## src/rtl/rc4_pkg.sv

```systemverilog
// rc4_pkg: shared types and widths for the RC4 S-memory phase controller
// Contents: phase_t bus owner, ctrl_state_t controller states, S memory widths,
//           phase_of (bus owner for a state), is_run (watchdog-active state)
package rc4_pkg;
    localparam int S_ADDR_W = 8;
    localparam int S_DATA_W = 8;
    typedef enum logic [1:0] {PH_NONE, PH_INIT, PH_SHUF, PH_DEC} phase_t;
    typedef enum logic [3:0] {
        ST_IDLE, ST_CLEAR, ST_INIT_GO, ST_INIT_RUN, ST_SHUF_GO,
        ST_SHUF_RUN, ST_DEC_GO, ST_DEC_RUN, ST_DONE, ST_ERROR
    } ctrl_state_t;
    function automatic phase_t phase_of(ctrl_state_t s);
        return (s == ST_INIT_GO || s == ST_INIT_RUN) ? PH_INIT :
               (s == ST_SHUF_GO || s == ST_SHUF_RUN) ? PH_SHUF :
               (s == ST_DEC_GO  || s == ST_DEC_RUN)  ? PH_DEC  : PH_NONE;
    endfunction
    function automatic logic is_run(ctrl_state_t s);
        return s == ST_INIT_RUN || s == ST_SHUF_RUN || s == ST_DEC_RUN;
    endfunction
endpackage

```

## src/rtl/s_mem_mux.sv

```systemverilog
// s_mem_mux: combinational 3:1 S-memory bus mux keyed by the owning phase
// Ports: phase (owner select), init_/shuf_/dec_ addr/data/wren (requesters),
//        s_address/s_data/s_wren (to S RAM; all zero when no owner)
module s_mem_mux
    import rc4_pkg::*;
(
    input  phase_t              phase,
    input  logic [S_ADDR_W-1:0] init_addr,
    input  logic [S_DATA_W-1:0] init_data,
    input  logic                init_wren,
    input  logic [S_ADDR_W-1:0] shuf_addr,
    input  logic [S_DATA_W-1:0] shuf_data,
    input  logic                shuf_wren,
    input  logic [S_ADDR_W-1:0] dec_addr,
    input  logic [S_DATA_W-1:0] dec_data,
    input  logic                dec_wren,
    output logic [S_ADDR_W-1:0] s_address,
    output logic [S_DATA_W-1:0] s_data,
    output logic                s_wren
);
    always_comb begin
        s_address = phase == PH_INIT ? init_addr : phase == PH_SHUF ? shuf_addr : phase == PH_DEC ? dec_addr : '0;
        s_data    = phase == PH_INIT ? init_data : phase == PH_SHUF ? shuf_data : phase == PH_DEC ? dec_data : '0;
        s_wren    = phase == PH_INIT ? init_wren : phase == PH_SHUF ? shuf_wren : phase == PH_DEC ? dec_wren : 1'b0;
    end
endmodule

```

## src/rtl/s_mem_phase_controller.sv

```systemverilog
// s_mem_phase_controller: sequences init/shuffle/decrypt over the shared S RAM for one RC4 key trial
// Ports: CLOCK_50, reset (sync, active-high); start (trial request);
//        sub_reset, init_start, shuffle_start, decrypt_start (one-cycle pulses to sub-FSMs);
//        init_done, shuffle_finished, decrypt_done (sub-FSM completion levels);
//        init_/shuf_/dec_ addr/data/wren (requester buses); s_address/s_data/s_wren (S RAM);
//        phase (bus owner), busy, done, error (trial status)
module s_mem_phase_controller
    import rc4_pkg::*;
#(
    parameter int TIMEOUT_CYCLES = 4096,
    parameter int CNT_W          = 13
) (
    input  logic                CLOCK_50,
    input  logic                reset,
    input  logic                start,
    output logic                sub_reset,
    output logic                init_start,
    output logic                shuffle_start,
    output logic                decrypt_start,
    input  logic                init_done,
    input  logic                shuffle_finished,
    input  logic                decrypt_done,
    input  logic [S_ADDR_W-1:0] init_addr,
    input  logic [S_DATA_W-1:0] init_data,
    input  logic                init_wren,
    input  logic [S_ADDR_W-1:0] shuf_addr,
    input  logic [S_DATA_W-1:0] shuf_data,
    input  logic                shuf_wren,
    input  logic [S_ADDR_W-1:0] dec_addr,
    input  logic [S_DATA_W-1:0] dec_data,
    input  logic                dec_wren,
    output logic [S_ADDR_W-1:0] s_address,
    output logic [S_DATA_W-1:0] s_data,
    output logic                s_wren,
    output logic [1:0]          phase,
    output logic                busy,
    output logic                done,
    output logic                error
);
    ctrl_state_t      state, state_nx;
    phase_t           phase_q;
    logic [CNT_W-1:0] wdog;
    logic             timeout;

    // wdog counts completed RUN cycles, so the last allowed RUN cycle holds TIMEOUT_CYCLES-1
    assign timeout = wdog == CNT_W'(TIMEOUT_CYCLES - 1);
    assign phase   = phase_q;

    // phase is registered from the next state so the owner holds the bus during its GO cycle
    always_ff @(posedge CLOCK_50) begin
        if (reset) begin
            state   <= ST_IDLE;
            phase_q <= PH_NONE;
            wdog    <= '0;
        end else begin
            state   <= state_nx;
            phase_q <= phase_of(state_nx);
            wdog    <= is_run(state) ? wdog + 1'b1 : '0;
        end
    end

    always_comb begin
        state_nx = state;
        case (state)
            ST_IDLE, ST_DONE, ST_ERROR: state_nx = start ? ST_CLEAR : state;
            ST_CLEAR:    state_nx = ST_INIT_GO;
            ST_INIT_GO:  state_nx = ST_INIT_RUN;
            ST_INIT_RUN: state_nx = init_done ? ST_SHUF_GO : timeout ? ST_ERROR : state;
            ST_SHUF_GO:  state_nx = ST_SHUF_RUN;
            ST_SHUF_RUN: state_nx = shuffle_finished ? ST_DEC_GO : timeout ? ST_ERROR : state;
            ST_DEC_GO:   state_nx = ST_DEC_RUN;
            ST_DEC_RUN:  state_nx = decrypt_done ? ST_DONE : timeout ? ST_ERROR : state;
            default:     state_nx = ST_IDLE;
        endcase
    end

    always_comb begin
        sub_reset     = state == ST_CLEAR;
        init_start    = state == ST_INIT_GO;
        shuffle_start = state == ST_SHUF_GO;
        decrypt_start = state == ST_DEC_GO;
        done          = state == ST_DONE;
        error         = state == ST_ERROR;
        busy          = !(state == ST_IDLE || state == ST_DONE || state == ST_ERROR);
    end

    s_mem_mux u_mux (
        .phase     (phase_q),
        .init_addr (init_addr),
        .init_data (init_data),
        .init_wren (init_wren),
        .shuf_addr (shuf_addr),
        .shuf_data (shuf_data),
        .shuf_wren (shuf_wren),
        .dec_addr  (dec_addr),
        .dec_data  (dec_data),
        .dec_wren  (dec_wren),
        .s_address (s_address),
        .s_data    (s_data),
        .s_wren    (s_wren)
    );
endmodule

```

## config.mk

```make
export PLATFORM = sky130hd
export DESIGN_NAME = s_mem_phase_controller
export DESIGN_NICKNAME = d
export VERILOG_FILES = /design/src/rtl/rc4_pkg.sv /design/src/rtl/s_mem_mux.sv /design/src/rtl/s_mem_phase_controller.sv
export SDC_FILE = /design/constraint.sdc
export NUM_CORES = 1
export LEC_CHECK = 0
export CAP_MARGIN = 5
export CORE_MARGIN = 4
export CORE_UTILIZATION = 41
export CTS_BUF_LIST = sky130_fd_sc_hd__clkbuf_4 sky130_fd_sc_hd__clkbuf_8
export CTS_CLUSTER_SIZE = 25
export DETAILED_ROUTE_END_ITERATION = 10
export PLACE_DENSITY = 0.95
export REMOVE_ABC_BUFFERS = 1
export SETUP_SLACK_MARGIN = 0.5
export SLEW_MARGIN = 20
export SYNTH_ARGS = -nofsm -noshare
export SYNTH_HDL_FRONTEND = slang
export SYNTH_SLANG_ARGS = --single-unit
```

## constraint.sdc

```tcl
create_clock -name CLOCK_50 -period 2.9 [get_ports CLOCK_50]
set_input_delay 0.435 -clock CLOCK_50 [delete_from_list [all_inputs] [get_ports CLOCK_50]]
set_output_delay 0.435 -clock CLOCK_50 [all_outputs]
set_load 0.01 [all_outputs]
```

Yosys cells after proc, flatten, opt, wreduce, memory -nomap -nowiden
Cells that the tools add are included.

cells by class
  add/subtract/negate cells = 1
  equality and inequality tests = 19
  mux-type cells = 18
  bitwise logic cells = 1
  reduce and logical (&&, ||, !) cells = 12

operators with widths
  kind                                                    number
  two-way mux 8 bit                                       6
  equality test 4 x 3 -> 1 bit (second input constant)    8
  one-hot mux 4 bit (8 select lines)                      1
  two-way mux 4 bit                                       5
  equality test 4 x 2 -> 1 bit (second input constant)    4
  adder 13 x 1 -> 13 bit (second input constant)          1
  equality test 13 x 12 -> 1 bit (second input constant)  1
  equality test 4 bit (second input constant)             2
  logical OR 1 bit                                        7
  equality test 2 bit (second input constant)             2
  equality test 4 x 1 -> 1 bit (second input constant)    1
  zero test 4 bit                                         1
  two-way mux 1 bit                                       4
  two-way mux 2 bit                                       2
  OR reduction 2 bit                                      2
  OR reduction 3 bit                                      1
  equality test 2 x 1 -> 1 bit (second input constant)    1
  zero test 1 bit                                         1
  NOT 1 bit                                               1

word-level totals
  register bits after elaboration = 19
  logic and storage cells = 55

Depth between registers and ports, before layout
  depth in word-level cells = 9
  gate-level depth with buffers = 5
  depth with buffers taken out = 4

Hierarchy
From an unflattened synthesis, not the netlist that was laid out.

second synthesis, totals
  cells, all modules = 155
  area total of the unflattened synthesis = 1,405.1 µm²

by module, submodules not included
  module                  cells an instance  area an instance (µm²)  instances  sequential area each (µm²)
  s_mem_phase_controller  114                950.9                   1          380.4
  s_mem_mux               41                 454.2                   1          0.0

Worst setup path after synthesis
OpenSTA, ideal clock, no wires.

  path type = reg-to-output
  start point = register phase_q[1], in the netlist phase[1]
  end point = output s_address[0]
  setup slack = 1.132 ns
  arrival = 1.333 ns
  stages on the path, launching flop included = 5
  data required time = 2.465 ns
  path through = dfxtp_1 -> buf_2 -> buf_2 -> mux2_2 -> a22o_1

between the ends
  cells in the longest elaborated chain, start to end = 4
  elaborated cells between the ends (all ways) = 6
  classes of those cells = eq/ne (3); mux (3)

ends and longest elaborated chain
  what                             line                          RTL
  from (decl)                      s_mem_phase_controller.sv:41  phase_t phase_q;
  from (signal assigned)           s_mem_phase_controller.sv:57  phase_q <= phase_of(state_nx);
  equality test 2 bit              s_mem_mux.sv:22               s_address = phase == PH_INIT ? init_addr : phase == PH_SHUF ? shuf_addr : phase == PH_DEC ? dec_addr : '0;
  two-way mux 8 bit (2 in series)  s_mem_mux.sv:22
  two-way mux 8 bit *              s_mem_mux.sv:22
  to (decl)                        s_mem_phase_controller.sv:32  output logic [S_ADDR_W-1:0] s_address,

Every way passes the cells marked *; elsewhere a longest branch is shown, timed or not.

Worst setup path after layout
  start point = register phase_q[0], in the netlist phase[0]
  end point = output s_address[5]

Same word-level chain as after synthesis.

==> summary.txt <==
status = finished, final reports clean
number of flops mapped to enable cells by yosys = 0
#FFs+latches synth = 19
RSZ-0062 raised after global routing = yes
Mapped Area = 1360 µm²
Worst-path clk slew = 0.11 ns
Commonest cells post-synth = 19 x dfxtp_1, 17 x a22o_1, 17 x mux2_2
setup bufs post-CTS = 0
post-route design area = 2260 µm²
Final nets = 296
Starting Density = 0.438
cells after synthesis = 159
initial DRC count = 73
layout cells sized above 1 = 0.131
Max Root-Sink Buffers = 2
WL/cell = 16.1 µm
Global Route met2 Usage = 0.374
final setup violation count = 0
Buf+Inv Stages, Crit Path = 3
n_diodes = 0
crit-path cells = buf_4 > nor2b_2 > buf_6 > a22o_1 > clkdlybuf4s50_1
Port Buffers = 82
DP Wirelength = 3650 µm
dpl ws = 0.662 ns
Reg-to-Reg End = state[3]$_SDFF_PP0_
Yosys cell types = 38
max-cap viol count = 0
Worst EP required = 2.47 ns
HP Start = wdog[0]$_SDFF_PP0_
grt ovf = 0
crit path time final = 2.33 ns
FP Rows = 20
Top Usage Layer GRT = met2
Final Instance Count excl. Fillers = 281
Remaining DRCs = 0
Root Buffer Master = clkbuf_4
Yosys warning total = 0
Slew Limit Fails = 0
Vert. Die Dim = 65.6 µm
family with the most delay on the worst path = buffers and inverters
RR Startpoint = wdog[0]$_SDFF_PP0_
final hold violations = 0
CTS tree = done
largest net degree at the start of global routing = 20
Worst VDD drop = 0.214 mV
Async SR Flop Fraction = 0
# IOs = 83
crit path kind = reg -> out
Post-synth top flop = dfxtp_1
setup TNS = 0 ns
GR met1 Demand/Resource = 0.217
Hold Path Cell Cnt = 1
RePlAce Congestion = 0.877
leakage power = 0.768 nW
post-route ant nets = 0
vias in the first global route = 1491
dpl cell area = 2210 µm²
CP max-delay cell = clkdlybuf4s50_1
crit end category = output pin
Hold Path Sink = wdog[0]$_SDFF_PP0_
R2R Setup Slk = 1.23 ns
Core Box Area = 3100 µm²
worst min path class = reg -> reg
Num CTS Buffers = 3
placed instance count = 277
DRT Pass-1 Iters = 4
fillers = 239
CP max FO = 19
CP max stage delay = 0.56 ns
H-tree Lvls = 1
Max-Slew Margin vs Limit = 0.662
Finished Core Util = 0.728
clock skew = 0.00666 ns
PD cells = 322 nW/µm²
die footprint = 4300 µm²
PnR worst setup slack = 0.567 ns
die width = 65.6 µm
most area-consuming cells after synthesis = dfxtp_1 28%, mux2_2 14%, a22o_1 11%
sequential share of the synthesized area = 0.280
vias per cell = 5.55
Synth area leader = dfxtp_1
Worst-Skew Late Latency = 0.30 ns
drt total wl = 4520 µm
worst-margin pin slew = 0.506 ns
growth of design area from synthesis to finish = 66.1%
Max Freq = 429 MHz
total track usage = 0.204
Data arrival, critical path = 1.90 ns
post-synth top area share = 0.280
met3 Use GR = 0.0547
syn_area_per_cell = 8.55 µm²
fin crit share = 0.804
initial antenna violation count = 0
# clock sinks = 19
total number of vias = 1560
first-pass GRT wire length = 6920 µm
count leader, synth = dfxtp_1
Critical Path Source Type = flip-flop
worst r2r path cells = 4
## layout by cell type, fill, tap and decap left out, types with 4 or more instances in the layout
cell type / instances
or3_1: 6
nand3_1: 10
clkdlybuf4s50_1: 82
mux2_2: 17
a22o_1: 17
nor2_1: 7
nand2b_1: 5
a21oi_1: 8
inv_1: 4
dfxtp_1: 18
nand2_1: 8
nor3_1: 6
o21ai_0: 5
## cells by family (layout without fill, tap and decap cells)
| logic type | after synthesis | after routing | synth area share |
|---|---|---|---|
| adders and majority gates | 1 | 1 | 0.00920 |
| AOI/OAI and AO/OA | 44 | 44 | 0.243 |
| xor gates and xnor gates | 3 | 3 | 0.0193 |
| muxes | 19 | 19 | 0.155 |
| buffers and inverters | 16 | 94 | 0.0515 |
| and+or+nand+nor | 57 | 57 | 0.242 |
| DFF | 19 | 19 | 0.280 |
## area by class of cell
type	instances	area, µm²	share of cell area
Multi-Input combinational cell	124	912	0.404
Timing Repair Buffer	86	867	0.384
Sequential cell	19	382	0.169
Tap cell	44	55.1	0.0244
Clock buffer	3	22.5	0.00997
Inverter	4	15.0	0.00665
Clock inverter	1	5.00	0.00222
## metal layers
layer  share of wire  routed length, µm
met3            0.11                484
met4           0.031                141
met2            0.47               2140
met5               0                  0
met1            0.39               1750
## state kept, by name, indices dropped and copies added, names as in the netlist
register,flops
wdog,13
state,4
phase,2
## per-stage QoR
step,hold WS [ns],power [mW]
2_1_floorplan,0.441,0.412
3_3_place_gp,0.462,0.591
3_5_place_dp,0.468,0.596
4_1_cts,0.491,0.726
5_1_grt,0.514,0.769
6_report,0.489,0.728
## worst max path at each step
| stage | to | from | slack [ns] | cells past startpoint |
|---|---|---|---|---|
| floorplan | s_address[0] | phase[1]$_SDFF_PP0_ | 0.74 | 2 |
| global placement | s_address[6] | init_addr[6] | 0.69 | 4 |
| detailed placement | s_data[2] | dec_data[2] | 0.66 | 4 |
| CTS | s_address[2] | phase[0]$_SDFF_PP0_ | 0.50 | 5 |
| global route | s_address[5] | phase[0]$_SDFF_PP0_ | 0.48 | 5 |
| finish | s_address[5] | phase[0]$_SDFF_PP0_ | 0.57 | 5 |
## power breakdown
part           switching, mW  total, mW  internal, mW
clock                 0.0814      0.133        0.0514
sequential            0.0200      0.290         0.270
combinational          0.109      0.305         0.196
total                  0.210      0.728         0.518
## what timing repair did
action	in CTS	in global routing
resized for setup	1	5
setup endpoints to repair	1	17
hold buffers	0	0
(Power assumes the default switching activity.)
